<file path="config.mk">
export PLATFORM = sky130hd
export DESIGN_NAME = dlatch_tx_ctrl_flat
export DESIGN_NICKNAME = d
export VERILOG_FILES = /design/src/rtl/dlatch_ctrl_pkg.sv /design/src/rtl/dlatch_tx_ctrl_if.sv /design/src/rtl/dlatch_tx_ctrl_sync_ff.sv /design/src/rtl/dlatch_tx_ctrl.sv /design/src/flat_wrapper.sv
export SDC_FILE = /design/constraint.sdc
export NUM_CORES = 1
export LEC_CHECK = 0
export CAP_MARGIN = 20
export CORE_AREA = 2 2 48 50
export CTS_CLUSTER_SIZE = 28
export DETAILED_ROUTE_END_ITERATION = 6
export DIE_AREA = 0 0 50 52
export GPL_TIMING_DRIVEN = 0
export HOLD_SLACK_MARGIN = 0.12
export PLACE_DENSITY = 0.47
export SYNTH_ARGS = -nofsm -noshare
export SYNTH_HDL_FRONTEND = slang
export SYNTH_HIERARCHICAL = 1
export SYNTH_SLANG_ARGS = --single-unit
</file>
<file path="constraint.sdc">
create_clock -name clk -period 1.7 [get_ports clk]
set_clock_uncertainty 0.05 [all_clocks]
set_input_delay 0.34 -clock clk [delete_from_list [all_inputs] [get_ports clk]]
set_output_delay 0.34 -clock clk [all_outputs]
set_load 0.005 [all_outputs]
</file>
<file path="src/rtl/dlatch_ctrl_pkg.sv">
// Shared types and constant helpers for the dlatch write-side controller.
//   state_e : controller FSM states
//   clog2   : counter width helper (never returns less than 1)
//   max3    : largest of three ints, used to size the shared counter
package dlatch_ctrl_pkg;

  typedef enum logic [2:0] {
    IDLE = 3'd0,
    OPEN = 3'd1,
    HOLD = 3'd2,
    REQ  = 3'd3,
    RTZ  = 3'd4
  } state_e;

  // Ceiling log2, floored at 1 so a zero-width vector can never be declared.
  function automatic int clog2(input int v);
    int r;
    int x;
    r = 0;
    x = 1;
    while (x < v) begin
      x = x * 2;
      r = r + 1;
    end
    return (r < 1) ? 1 : r;
  endfunction

  function automatic int max3(input int a, input int b, input int c);
    int m;
    m = (a > b) ? a : b;
    return (m > c) ? m : c;
  endfunction

endpackage

</file>
<file path="src/rtl/dlatch_tx_ctrl_if.sv">
// Input word handshake (valid/ready + data) into the dlatch controller.
//   in_valid : producer has a word
//   in_ready : controller can take it
//   in_data  : the word, N bits
// master = producer side, slave = controller side.
interface dlatch_tx_ctrl_if #(
  parameter int N = 1
) ();
  logic         in_valid;
  logic         in_ready;
  logic [N-1:0] in_data;

  modport master (output in_valid, output in_data, input in_ready);
  modport slave  (input in_valid, input in_data, output in_ready);
endinterface

</file>
<file path="src/rtl/dlatch_tx_ctrl_sync_ff.sv">
// Multi-flop synchroniser for a single asynchronous bit.
//   clk, rst : clock and synchronous active-high reset (chain clears to 0)
//   d        : asynchronous input
//   q        : synchronised output, STAGES edges of latency
module sync_ff #(
  parameter int STAGES = 2
) (
  input  logic clk,
  input  logic rst,
  input  logic d,
  output logic q
);

  logic [STAGES-1:0] sync_q;
  logic [STAGES-1:0] sync_d;

  // Bit 0 is the metastability-catching flop; the MSB is the only tap used.
  always_comb sync_d = {sync_q[STAGES-2:0], d};

  always_ff @(posedge clk) begin
    if (rst) sync_q <= '0;
    else     sync_q <= sync_d;
  end

  assign q = sync_q[STAGES-1];

endmodule

</file>
<file path="src/rtl/dlatch_tx_ctrl.sv">
// Write-side controller for a bank of N transparent d-latches.
// Takes a valid/ready word, opens the latch bank for OPEN_CYC cycles, holds
// lat_d for HOLD_CYC more, then runs a 4-phase RTZ req/ack handshake with an
// asynchronous consumer. ack_i is only ever seen through the synchroniser.
//   clk, rst      : clock, synchronous active-high reset
//   in_if (slave) : in_valid / in_ready / in_data word handshake
//   lat_d, lat_en : registered data / enable to the latch bank
//   lat_rst       : latch-bank reset, Rpol during rst else ~Rpol (combinational)
//   req_o, ack_i  : 4-phase request (registered) / async acknowledge
//   busy          : FSM not in IDLE
//   err           : sticky handshake timeout flag (TIMEOUT=0 disables)
module dlatch_tx_ctrl
  import dlatch_ctrl_pkg::*;
#(
  parameter int   N           = 1,
  parameter int   OPEN_CYC    = 2,
  parameter int   HOLD_CYC    = 1,
  parameter int   SYNC_STAGES = 2,
  parameter int   TIMEOUT     = 0,
  parameter logic Rpol        = 1'b0
) (
  input  logic           clk,
  input  logic           rst,
  dlatch_tx_ctrl_if.slave in_if,
  output logic [N-1:0]   lat_d,
  output logic           lat_en,
  output logic           lat_rst,
  output logic           req_o,
  input  logic           ack_i,
  output logic           busy,
  output logic           err
);

  // One counter serves the OPEN/HOLD windows and the REQ/RTZ wait timer;
  // the phases never overlap, so it only needs to cover the largest limit.
  localparam int CNT_W = clog2(max3(OPEN_CYC, HOLD_CYC, TIMEOUT) + 1);
  localparam logic [CNT_W-1:0] OPEN_LAST = CNT_W'(OPEN_CYC - 1);
  localparam logic [CNT_W-1:0] HOLD_LAST = (HOLD_CYC > 0) ? CNT_W'(HOLD_CYC - 1) : '0;
  localparam logic [CNT_W-1:0] TO_LIM    = CNT_W'(TIMEOUT);

  state_e           state_q, state_d;
  logic [CNT_W-1:0] cnt_q, cnt_d;
  logic [N-1:0]     lat_d_q, lat_d_d;
  logic             lat_en_q, lat_en_d;
  logic             req_q, req_d;
  logic             err_q, err_d;

  logic             ack_s;
  logic             in_ready;
  logic             accept;
  logic             open_last;
  logic             hold_last;
  logic             wait_st;
  logic             leave_wait;
  logic             wait_sat;
  logic             to_hit;
  logic [CNT_W-1:0] cnt_inc;

  sync_ff #(.STAGES(SYNC_STAGES)) u_ack_sync (
    .clk (clk),
    .rst (rst),
    .d   (ack_i),
    .q   (ack_s)
  );

  // Never offer a word while the consumer still shows ack high: a stuck ack
  // would otherwise be read as an instant acknowledge of the next request.
  assign in_ready  = (state_q == IDLE) && !ack_s && !rst;
  assign accept    = in_if.in_valid && in_ready;
  assign open_last = (state_q == OPEN) && (cnt_q == OPEN_LAST);
  assign hold_last = (state_q == HOLD) && (cnt_q == HOLD_LAST);
  assign cnt_inc   = cnt_q + 1'b1;

  // Wait timer: saturates at TIMEOUT; err fires on the edge the count
  // would reach the limit while the handshake is still pending.
  assign wait_st    = (state_q == REQ) || (state_q == RTZ);
  assign leave_wait = ((state_q == REQ) && ack_s) || ((state_q == RTZ) && !ack_s);
  assign wait_sat   = (cnt_q == TO_LIM);
  assign to_hit     = (TIMEOUT > 0) && wait_st && !leave_wait && (cnt_inc == TO_LIM);

  // State register (all flops)
  always_ff @(posedge clk) begin
    if (rst) begin
      state_q  <= IDLE;
      cnt_q    <= '0;
      lat_d_q  <= '0;
      lat_en_q <= 1'b0;
      req_q    <= 1'b0;
      err_q    <= 1'b0;
    end else begin
      state_q  <= state_d;
      cnt_q    <= cnt_d;
      lat_d_q  <= lat_d_d;
      lat_en_q <= lat_en_d;
      req_q    <= req_d;
      err_q    <= err_d;
    end
  end

  // Next-state and counter
  always_comb begin
    state_d = state_q;
    cnt_d   = cnt_q;
    unique case (state_q)
      IDLE: begin
        if (accept) begin
          state_d = OPEN;
          cnt_d   = '0;
        end
      end
      OPEN: begin
        if (open_last) begin
          state_d = (HOLD_CYC > 0) ? HOLD : REQ;
          cnt_d   = '0;
        end else begin
          cnt_d = cnt_inc;
        end
      end
      HOLD: begin
        if (hold_last) begin
          state_d = REQ;
          cnt_d   = '0;
        end else begin
          cnt_d = cnt_inc;
        end
      end
      REQ: begin
        if (ack_s) begin
          state_d = RTZ;
          cnt_d   = '0;
        end else if (!wait_sat) begin
          cnt_d = cnt_inc;
        end
      end
      RTZ: begin
        if (!ack_s) begin
          state_d = IDLE;
          cnt_d   = '0;
        end else if (!wait_sat) begin
          cnt_d = cnt_inc;
        end
      end
      default: begin
        state_d = IDLE;
        cnt_d   = '0;
      end
    endcase
  end

  // Output logic: next values of the registered outputs plus the
  // combinational ones.
  always_comb begin
    lat_d_d  = lat_d_q;
    lat_en_d = lat_en_q;
    req_d    = req_q;
    err_d    = err_q | to_hit;

    // lat_d moves only on an accept, so it is stable from lat_en rise
    // until the next word is taken in IDLE.
    if (accept) begin
      lat_d_d  = in_if.in_data;
      lat_en_d = 1'b1;
    end
    if (open_last) lat_en_d = 1'b0;

    // req_o is a flop output, so it cannot glitch toward the consumer.
    if ((open_last && (HOLD_CYC == 0)) || hold_last) req_d = 1'b1;
    if ((state_q == REQ) && ack_s)                  req_d = 1'b0;
  end

  assign in_if.in_ready = in_ready;
  assign lat_d          = lat_d_q;
  assign lat_en         = lat_en_q;
  assign req_o          = req_q;
  assign err            = err_q;
  assign busy           = (state_q != IDLE);
  assign lat_rst        = rst ? Rpol : ~Rpol;

endmodule

</file>
<file path="src/flat_wrapper.sv">
// flat-port wrapper written by rule: the top's interface ports become plain ports
module dlatch_tx_ctrl_flat import dlatch_ctrl_pkg::*;
#(
  parameter int   N           = 1,
  parameter int   OPEN_CYC    = 2,
  parameter int   HOLD_CYC    = 1,
  parameter int   SYNC_STAGES = 2,
  parameter int   TIMEOUT     = 0,
  parameter logic Rpol        = 1'b0
)
  (clk, rst, lat_d, lat_en, lat_rst, req_o, ack_i, busy, err, in_if_in_valid, in_if_in_data, in_if_in_ready);
  dlatch_tx_ctrl_if #(.N(N)) in_if_i ();
  input  logic clk;
  input  logic rst;
  output logic [N-1:0] lat_d;
  output logic lat_en;
  output logic lat_rst;
  output logic req_o;
  input  logic ack_i;
  output logic busy;
  output logic err;
  input wire logic [$bits(in_if_i.in_valid)-1:0] in_if_in_valid;
  input wire logic [$bits(in_if_i.in_data)-1:0] in_if_in_data;
  output wire logic [$bits(in_if_i.in_ready)-1:0] in_if_in_ready;
  assign in_if_i.in_valid = in_if_in_valid;
  assign in_if_i.in_data = in_if_in_data;
  assign in_if_in_ready = in_if_i.in_ready;
  dlatch_tx_ctrl #(.N(N), .OPEN_CYC(OPEN_CYC), .HOLD_CYC(HOLD_CYC), .SYNC_STAGES(SYNC_STAGES), .TIMEOUT(TIMEOUT), .Rpol(Rpol)) u_core (.clk(clk), .rst(rst), .in_if(in_if_i), .lat_d(lat_d), .lat_en(lat_en), .lat_rst(lat_rst), .req_o(req_o), .ack_i(ack_i), .busy(busy), .err(err));
endmodule
</file>
==> out/qor.yml <==
drt-vias-per-instance: 4.87
drt_iter0_drc: 10
grt_pass1_vias: 473
async_flop_share: 0
setup_viol: 0
antenna_found_initial: 0
dp_hpwl_um: 961
drc: 0
die-area_um2: 2600
cts_tree: "done"
hold_ws_ns: 0.363
synth_nets: 76
cts_root_buf: "clkbuf_4"
cp.required_ns: 1.31
drtPass1Iterations: 4
die_w_um: 50
gp_congestion: 0.746
crit_path_end_kind: "output port"
core_um2: 2110
synth_edf_count: 0
clock_latency_ns: 0.26
ys_warn_count: 6
startpoint: "u_core/state_q[2]"
worstPathMaxFanout: 10
num-nets-final: 91
grt.total_usage: 0.119
comb_power_share: 0.242
rows: 17
max_freq_mhz: 621
synth_cell_types: 31
fin_crit_ns: 1.61
ir_drop_uv: 478
nFillCells: 216
leakage_nw: 0.310
pre_cts_slack_ns: -0.590
grt_pass1_wl_um: 2280
num_vias: 531
grt_setup_unrepaired: "false"
syn_inst: 68
antenna_cells: 0
drt_wl_total_um: 1370
endpoint: "busy"
wire_per_inst_um: 12.6
p_per_area_nw_per_um2: 745
synth-seq-area-share: 0.338
arrival_ns: 1.22
syn_to_final_growth_pct: 28.3
grt-ovfl-total: 0
worstHoldPathType: "in -> reg"
start_util: 0.282
hold_buffers: 0
maxSlewViolCount: 0
hold_viol: 0
cell_internal_pwr_mw: 0.408
clkTransAtPathRegs_ns: 0.07
synthFlopType: "dfxtp_1"
status: "complete, no violations"
port_buffers: 10
drtAntennaViolNets: 0
ys_ff_latch: 10
synth_area_um2: 593
numCtsBuffers: 3
rr_worst_depth: 5
setup_ws_ns: 0.0892
criticalPathCategory: "reg -> out"
synth_area_per_cell_um2: 8.72
start_kind: "flip-flop"
die_y_um: 52
io_pins: 12
switchingPower_mw: 0.159
seqPwrFrac: 0.469
r2r_slack_ns: 0.23
drv_cap: 0
cts_buffer_depth: 2
timing.rr.start: "u_core/cnt_q[0]"
power.share.switching: 0.280
cts.sinks: 10
grt_max_degree: 12
drive_gt1_frac: 0.222
r2r_end: "u_core/cnt_q[1]"
final.period_utilization: 0.948
cts_htree_levels: 1
clock_power_share: 0.289
[flip-flops by register name, indices dropped and copies added, names as in the netlist]
register and flops:
u_core/req_o 1, u_core/state_q 3, u_core/lat_d 1, u_core/cnt_q 2, u_core/lat_en 1, u_core/u_ack_sync/sync_q 2
[through the flow]
step | util | power [mW] | TNS, ns | instances | cell area [um^2]
after floorplan | - | 0.346 | 0 | 68 | 593
after global placement | 0.346 | 0.404 | -1.51 | 106 | 728
after detailed placement | 0.346 | 0.405 | -1.49 | 106 | 728
after CTS | 0.362 | 0.577 | 0 | 109 | 763
after global routing | 0.361 | 0.606 | 0 | 109 | 761
final | 0.361 | 0.567 | 0 | 109 | 761
[cell families (layout without fill, tap and decap cells)]
logic type,Yosys count,in the layout,share of synthesized area
buffers and inverters,11,24,0.0886
AOI/OAI and AO/OA,16,16,0.184
and+or+nand+nor,25,25,0.287
muxes,2,2,0.0338
other,1,1,0.00632
DFF,10,10,0.338
adders and majority gates,3,3,0.0633
[how the worst min path moves through the flow]
stage,start,endpoint,slack (ns),cells past startpoint
2_1_floorplan,rst,u_core/u_ack_sync/sync_q[0],0.36,1
3_3_place_gp,u_core/u_ack_sync/sync_q[0],u_core/u_ack_sync/sync_q[1],0.38,1
3_5_place_dp,u_core/u_ack_sync/sync_q[0],u_core/u_ack_sync/sync_q[1],0.39,1
4_1_cts,u_core/u_ack_sync/sync_q[0],u_core/u_ack_sync/sync_q[1],0.40,1
5_1_grt,rst,u_core/u_ack_sync/sync_q[1],0.38,2
6_report,rst,u_core/u_ack_sync/sync_q[1],0.36,2
[synth_stat cells, types with 2 or more instances]
cell | instances | area (um^2)
buf_4 | 2 | 15.0
mux2i_1 | 2 | 20.0
o211ai_1 | 3 | 22.5
and3_1 | 2 | 12.5
inv_1 | 5 | 18.8
nor3b_1 | 2 | 15.0
ha_1 | 3 | 37.5
buf_2 | 3 | 15.0
nor3_1 | 3 | 15.0
nor4b_1 | 2 | 17.5
nand3_1 | 2 | 10.0
a21oi_1 | 4 | 20.0
dfxtp_1 | 10 | 200
o21bai_1 | 2 | 15.0
nor2b_1 | 4 | 25.0
o21ai_0 | 3 | 15.0
nand2b_1 | 2 | 12.5
[repair_timing]
| item | in CTS | in global routing |
|---|---|---|
| gates resized for setup | 14 | 4 |
| endpoints found under the setup margin | 3 | 3 |
| gates cloned | 0 | 0 |
| pin swaps | 1 | 0 |
| setup buffers | 1 | 0 |
[layout by cell type (no fill, tap or decap), types with 2 or more instances in the layout]
cell type	n
clkdlybuf4s50_1	7
clkbuf_4	3
inv_1	3
nand2b_1	2
nand3_1	2
nor3_1	3
dfxtp_1	8
nor2b_1	4
o21bai_1	2
and3_1	2
nor4b_1	2
buf_2	4
buf_4	3
dfxtp_2	2
mux2i_1	2
o21ai_0	3
a21oi_1	4
nor3b_1	2
ha_1	3
o211ai_1	3
[power groups by stage]
stage	clock, mW	sequential, mW	combinational [mW]
final	0.164	0.266	0.137
after global routing	0.188	0.268	0.151
after CTS	0.174	0.265	0.138
after detailed placement	0	0.269	0.136
after global placement	0	0.269	0.135
after floorplan	0	0.267	0.0788
[metal layers]
metal,part of all wire,vias up,GRT usage
met3,0.048,2,0.0431
met1,0.49,247,0.160
met5,0,-,0
met2,0.45,12,0.173
li1,-,270,-
met4,0.0088,0,0.0417
[critical path: stages, from the launching register on]
cell and delay (ns):
dfxtp_2 0.34, buf_6 0.14, nor3_4 0.15, inv_2 0.07
dlygate4sd2_1 0.26
[cell type report]
cell class                 count  area, um^2  area share
tap                           28        35.0      0.0461
buffer                         5        36.3      0.0477
sequential                    10         203       0.266
multi-input combinational     47         347       0.456
inverter                       5        21.3      0.0280
clock buffer                   3        22.5      0.0296
timing repair buffer          11        96.3       0.127
(Power assumes the default switching activity.)
